File: src/rtl/load_sequencer.sv
// Script-driven loader for the lab1 datapath: replays stored (data, count) steps,
// one load_en strobe per step followed by a prescaled dwell.
module load_sequencer #(
    parameter int TICK_DIV = 50000000,
    parameter int DEPTH    = 4,
    localparam int AW      = (DEPTH > 1) ? $clog2(DEPTH) : 1,
    localparam int PW      = $clog2(TICK_DIV)
) (
    input  logic          clk,
    input  logic          rst,
    input  logic          wr_en,
    input  logic [AW-1:0] wr_addr,
    input  logic [3:0]    wr_data,
    input  logic [1:0]    wr_cnt,
    input  logic [AW-1:0] len,
    input  logic          loop,
    input  logic          start,
    input  logic          stop,
    output logic          load_en,
    output logic [3:0]    in_o,
    output logic [1:0]    cnt_o,
    output logic [AW-1:0] step,
    output logic          busy,
    output logic          done,
    output logic [1:0]    fsm_state
);

    typedef enum logic [1:0] {IDLE = 2'd0, LOAD = 2'd1, HOLD = 2'd2, DONE = 2'd3} state_t;

    localparam logic [PW-1:0] TICK_LAST = PW'(TICK_DIV - 1);
    localparam logic [AW-1:0] LAST_IDX  = AW'(DEPTH - 1);

    state_t        state, state_nxt;
    logic [3:0]    data_mem [DEPTH];
    logic [1:0]    cnt_mem  [DEPTH];
    logic [PW-1:0] presc, presc_nxt;
    logic [1:0]    dwell, dwell_nxt;
    logic [AW-1:0] step_nxt, last;
    logic [3:0]    in_nxt;
    logic [1:0]    cnt_nxt;
    logic          load_en_nxt, busy_nxt, done_nxt, tick;

    assign fsm_state = state;
    assign last      = (len > LAST_IDX) ? LAST_IDX : len;
    assign tick      = (presc == TICK_LAST);

    // Script RAM: writable only while the sequencer is idle
    always_ff @(posedge clk) begin
        if (!rst) begin
            for (int i = 0; i < DEPTH; i++) begin
                data_mem[i] <= '0;
                cnt_mem[i]  <= '0;
            end
        end else if (wr_en && state == IDLE && int'(wr_addr) < DEPTH) begin
            data_mem[wr_addr] <= wr_data;
            cnt_mem[wr_addr]  <= wr_cnt;
        end
    end

    always_ff @(posedge clk) begin
        if (!rst) begin
            state   <= IDLE;
            presc   <= '0;
            dwell   <= '0;
            step    <= '0;
            load_en <= 1'b0;
            in_o    <= '0;
            cnt_o   <= '0;
            busy    <= 1'b0;
            done    <= 1'b0;
        end else begin
            state   <= state_nxt;
            presc   <= presc_nxt;
            dwell   <= dwell_nxt;
            step    <= step_nxt;
            load_en <= load_en_nxt;
            in_o    <= in_nxt;
            cnt_o   <= cnt_nxt;
            busy    <= busy_nxt;
            done    <= done_nxt;
        end
    end

    always_comb begin
        state_nxt   = state;
        presc_nxt   = presc;
        dwell_nxt   = dwell;
        step_nxt    = step;
        load_en_nxt = 1'b0;
        in_nxt      = in_o;
        cnt_nxt     = cnt_o;
        busy_nxt    = busy;
        done_nxt    = 1'b0;

        case (state)
            IDLE: begin
                busy_nxt = 1'b0;
                if (start && !stop) begin
                    state_nxt = LOAD;
                    step_nxt  = '0;
                end
            end
            LOAD: begin
                load_en_nxt = 1'b1;
                busy_nxt    = 1'b1;
                in_nxt      = data_mem[step];
                cnt_nxt     = cnt_mem[step];
                presc_nxt   = '0;
                dwell_nxt   = cnt_mem[step];
                state_nxt   = HOLD;
            end
            HOLD: begin
                busy_nxt = 1'b1;
                if (tick) begin
                    presc_nxt = '0;
                    if (dwell != 2'd0) begin
                        dwell_nxt = dwell - 2'd1;
                    end else if (step < last) begin
                        step_nxt  = step + AW'(1);
                        state_nxt = LOAD;
                    end else if (loop) begin
                        step_nxt  = '0;
                        state_nxt = LOAD;
                    end else begin
                        state_nxt = DONE;
                    end
                end else begin
                    presc_nxt = presc + PW'(1);
                end
            end
            DONE: begin
                busy_nxt  = 1'b0;
                done_nxt  = 1'b1;
                state_nxt = IDLE;
            end
            default: state_nxt = IDLE;
        endcase

        // Abort wins over any tick or pending load; data outputs keep their values
        if (stop && state != IDLE) begin
            state_nxt   = IDLE;
            presc_nxt   = '0;
            dwell_nxt   = dwell;
            step_nxt    = step;
            load_en_nxt = 1'b0;
            in_nxt      = in_o;
            cnt_nxt     = cnt_o;
            busy_nxt    = 1'b0;
            done_nxt    = 1'b0;
        end
    end

endmodule
File: config.mk
export PLATFORM = sky130hd
export DESIGN_NAME = load_sequencer
export DESIGN_NICKNAME = d
export VERILOG_FILES = /design/src/rtl/load_sequencer.sv
export SDC_FILE = /design/constraint.sdc
export NUM_CORES = 1
export LEC_CHECK = 0
export CAP_MARGIN = 25
export CORE_UTILIZATION = 40
export CTS_BUF_LIST = sky130_fd_sc_hd__clkbuf_8 sky130_fd_sc_hd__clkbuf_16
export CTS_CLUSTER_SIZE = 30
export DETAILED_ROUTE_END_ITERATION = 10
export GPL_ROUTABILITY_DRIVEN = 0
export SYNTH_ARGS = -nofsm -noshare
export SYNTH_HDL_FRONTEND = slang
export SYNTH_SLANG_ARGS = --single-unit
File: constraint.sdc
create_clock -name clk -period 3.8 [get_ports clk]
set_input_delay 0.57 -clock clk [delete_from_list [all_inputs] [get_ports clk]]
set_output_delay 0.57 -clock clk [all_outputs]
set_load 0.005 [all_outputs]
* After elaboration in Yosys (flattened, before gate mapping) *
Memory sizes are Yosys's and may differ from the RTL's. A register that Yosys moved wholly into a read port is not among the register bits.
Index checks and enable logic that the tools add are counted.
W data, S select, Z words.

operators by class
  shifts and indexed selects = 0
  div/mod/pow operators = 0
  magnitude comparators = 2
  $mul = 0
  equal/unequal tests = 9
  multiplexer cells = 33
  reduce and logical (&&, ||, !) cells = 19
  bitwise logic cells = 2
  add/sub/neg operators = 3

operators with widths
  operator                 count
  $pmux W26 S2             1
  $mux W2                  18
  $add A26 B1 Y26 const B  1
  $eq A26 B26 Y1 const B   1
  $mux W26                 1
  $mux W1                  8
  $pmux W2 S2              2
  $pmux W2 S4              1
  $reduce_bool A2 Y1       4
  $reduce_or A2 Y1         4
  $ne A2 B2 Y1 const B     3
  $reduce_and A6 Y1        1
  $eq A2 B2 Y1 const B     2
  $mux W4                  1
  $reduce_and A4 Y1        1
  $reduce_or A4 Y1         1
  $logic_and A1 B1 Y1      3
  $ne A3 B3 Y1 const B     1
  $reduce_and A3 Y1        1
  $add A2 B1 Y2 const B    1
  $eq A2 B1 Y1 const B     1
  $gt A2 B2 Y1 const B     1
  $logic_not A1 Y1         2
  $logic_not A2 Y1         1
  other kinds (6)          7

storage, ports and cells
  logic and storage cells = 78
  register bits = 37
  bits in latches = 0
  memory bits (read-only) = 0
  output and inout bits = 13
  RAM bits = 24
  memories = 2

memory list
  memory    depth  width  read ports  clocked after memory_dff  write ports  RTL line  RTL
  data_mem  4      4      1           1                         4            34        logic [3:0] data_mem [DEPTH];
  cnt_mem   4      2      1           1                         4            35        logic [1:0] cnt_mem [DEPTH];

* Depth between registers and ports, before layout *
  depth in word-level cells = 9
  mapped depth = 9
  mapped depth without buffers = 7

* Worst setup path after synthesis *
No wires, ideal clock.

  path kind = register -> register
  start = register presc[8]
  end = register with a tool-made name
  path buffers = 0
  setup slack = 1.510 ns
  arrival = 2.168 ns
  stages on the path, launching flop included = 6
  cell sequence = dfxtp_1 > or4_4 > nor4_4 > a21oi_2 > or4_1 > a311o_1

RTL lines
  item                      RTL line  RTL
  start: declaration        36        logic [PW-1:0] presc, presc_nxt;
  start signal: assignment  73        presc <= presc_nxt;

==> impl_metrics.env <==
export IMPL_synth_xor_area_share_pct=7.071
export IMPL_layout_drive_gt1_share_pct=7.715
export IMPL_core_area_sq_um=7370
export IMPL_synth_async_reset_ratio_pct=0
export IMPL_synthAdderAreaFrac_pct=2.828
export IMPL_start_util_pct=42.02
export IMPL_syn_area_sq_um=3097
export IMPL_ys_flop_type="dfxtp_1"
export IMPL_vias=2189
export IMPL_p_leak_nw=1.298
export IMPL_die_area_sq_um=8097
export IMPL_ys_ff_latch=67
export IMPL_ys_types=37
export IMPL_path_class="register to register"
export IMPL_place_hpwl_mm=4.310
export IMPL_portBuffers=28
export IMPL_cts_hold_buffers=0
export IMPL_core_rowCount=31
export IMPL_period_needed_ns=2.476
export IMPL_cts_tree="yes"
export IMPL_ir_worst_vdd_v=0.0001898
export IMPL_wirelength_mm=5.952
export IMPL_htreeDepth=3
export IMPL_final_hold_viol_count=0
export IMPL_synth_warnings=0
export IMPL_wl_per_cell_microns=13.65
export IMPL_synth_fp_nets=321
export IMPL_critPathArrivalTime_ns=2.70
export IMPL_rsz0062_at_grt="no"
export IMPL_clockRootBuffer="clkbuf_8"
export IMPL_synthTopCellsByArea="dfxtp_1 28%, edfxtp_1 23%, and2_1 5.7%, mux4_2 4.4%, nor2_1 3.8%"
export IMPL_grt_max_degree=26
export IMPL_grt_overflow_total=0
export IMPL_synth_top_family_by_area="simple AND/OR/NAND/NOR gates"
export IMPL_synth_compound_area_share_pct=6.263
export IMPL_synth_largest_area_cell="dfxtp_1"
export IMPL_slew_violations=0
export IMPL_via_per_inst=5.021
export IMPL_power_density_nw_per_um2=448.8
export IMPL_drtIter0Drc=114
export IMPL_clk_pin_slew_ns=0.07
export IMPL_firstDrtPassIters=4
export IMPL_fin_nets=355
export IMPL_clock_sinks=67
export IMPL_grt_use_total_pct=15.90
export IMPL_status="complete, no violations"
export IMPL_synth_top_cell_area_share_pct=27.80
export IMPL_cp_max_fo=7
export IMPL_required_ns=4.02
export IMPL_grt_pass1_vias=2122
export IMPL_finalSetupViolations=0
export IMPL_tns_ns=0
export IMPL_relSlewSlack_pct=59.22
export IMPL_cp_start_kind="register"
export IMPL_end_kind="register"
export IMPL_fmax_ghz=0.4039
export IMPL_synthCells=298
export IMPL_drv_cap=0
export IMPL_grt_pass1_wl_mm=10.03
export IMPL_drc=0
export IMPL_hp_class="register to register"
export IMPL_syn_avg_cell_area_sq_um=10.39
export IMPL_die_w_microns=89.99
export IMPL_cts_buffers_inserted=9
export IMPL_ant_nets=0
export IMPL_cts_setup_buffers=0
export IMPL_syn2layout_area_growth_pct=18.10
export IMPL_antenna_cells=0
export IMPL_ios=29
export IMPL_nFillCells=704
export IMPL_synthSimpleGateAreaFrac_pct=26.22
export IMPL_synth_edff_count=24
export IMPL_antenna_found_initial=0
export IMPL_ctsResizeCount=0
export IMPL_synth_area_mux_share_pct=4.364
export IMPL_tightestPinTransition_ns=0.6070
export IMPL_clk_path_buf_depth=2
export IMPL_die_h_microns=89.99
export IMPL_clock_skew_ns=0.006897
export IMPL_clock_latency_ns=0.34
export IMPL_holdWs_ns=0.4605
export IMPL_fin_crit_sh_pct=65.15
export IMPL_ys_seq_area_share_pct=51.07
==> cells in the mapped netlist, drive strengths merged (3+ instances only) <==
cell,n
nand4,9
xor2,12
a21oi,5
mux4,6
nand2,30
and2,28
nor2,31
clkbuf,8
ha,7
and3,9
and4,9
a21boi,6
nor3,9
nor4,4
dfxtp,43
or4,3
edfxtp,24
inv,9
nand3,7
nand2b,6
xnor2,13
o21a,3
==> path summary, 6_finish.rpt <==
path	to	cells past startpoint	startpoint	slack, ns
worst max-delay path	register	5	presc[7]	1.32
worst min-delay path	cnt_o[1]	2	cnt_o[1]	0.46
worst max register to register	register	5	presc[7]	1.32
worst min register to register	cnt_o[1]	2	cnt_o[1]	0.46
==> registers in the layout, summed over array words and instances (netlist names), 2 cells and up, named ones only <==
| name | flops |
|---|---|
| dwell | 2 |
| in_o | 4 |
| step | 2 |
| presc | 26 |
| data_mem | 16 |
| fsm_state | 2 |
| cnt_o | 2 |
| cnt_mem | 8 |
==> routing by layer <==
layer	wire length, microns	track usage (%)	vias to the layer above
li1	-	-	1128
met2	2568	24.17	39
met3	258	4.315	6
met1	3048	21.80	1016
met4	77	5.645	0
met5	0	0	-
==> worst max-delay path, cell delays in order (launching register included) <==
cell and delay, ns:
dfxtp_1 0.35, or4b_1 0.58, nor4_4 0.32, a21oi_2 0.16
or4_1 0.58, a311o_1 0.37
==> stage by stage <==
stage | instance area [sq um] | power (mW) | setup WS, ns | util (%) | instances
floorplan | 3097 | 1.043 | 1.510 | - | 298
global placement | 3497 | 1.167 | 1.149 | 47.45 | 420
detailed placement | 3497 | 1.171 | 1.112 | 47.45 | 420
CTS | 3657 | 1.660 | 1.321 | 49.63 | 436
global route | 3657 | 1.731 | 1.281 | 49.63 | 436
finish | 3657 | 1.641 | 1.324 | 49.63 | 436
==> cell type report <==
cell class / count / area, sq um / area share, %
Inverter: 9 / 33.78 / 0.9237
Sequential cell: 67 / 1582 / 43.24
Timing Repair Buffer: 32 / 310.3 / 8.484
Tap cell: 99 / 123.9 / 3.387
Clock inverter: 7 / 36.28 / 0.9921
Multi-Input combinational cell: 213 / 1448 / 39.58
Clock buffer: 9 / 123.9 / 3.387
==> cell usage in the layout, fill, tap and decap left out, types with 2 or more instances in the layout <==
cell type        Yosys  final
a211oi_1             2      2
a21boi_0             6      6
a21oi_1              4      4
a311o_1              2      2
and2_1              28     28
and3_1               9      9
and4_1               9      9
buf_4                0      4
clkbuf_8             0      9
clkdlybuf4s50_1      0     28
clkinv_1             0      2
clkinv_2             0      2
clkinvlp_4           0      2
dfxtp_1             43     43
edfxtp_1            24     24
ha_1                 7      7
inv_1                9     10
mux4_2               6      6
nand2_1             30     30
nand2b_1             6      6
nand3_1              7      7
nand4_1              9      9
nor2_1              31     31
nor3_1               9      9
nor3b_1              2      2
nor4_1               3      3
o21a_1               3      3
o21ai_0              2      2
o31ai_1              2      2
or4_1                2      2
xnor2_1             13     13
xor2_1              12     12
==> power breakdown <==
part	switching [mW]	internal, mW	leakage, nW
clock network	0.261	0.227	0.0813
logic	0.191	0.139	0.620
registers	0.0257	0.798	0.597
total	0.477	1.16	1.30
==> cell families (layout without fill, tap and decap cells) <==
family,after synthesis,after routing
XOR/XNOR,25,25
buffers and inverters,18,57
adder cells (fa/ha/maj),7,7
multiplexers,6,6
AO/OA/AOI/OAI,26,26
flip-flops,67,67
AND/OR/NAND/NOR,149,149
No activity file was read; power rests on OpenSTA's default activity.
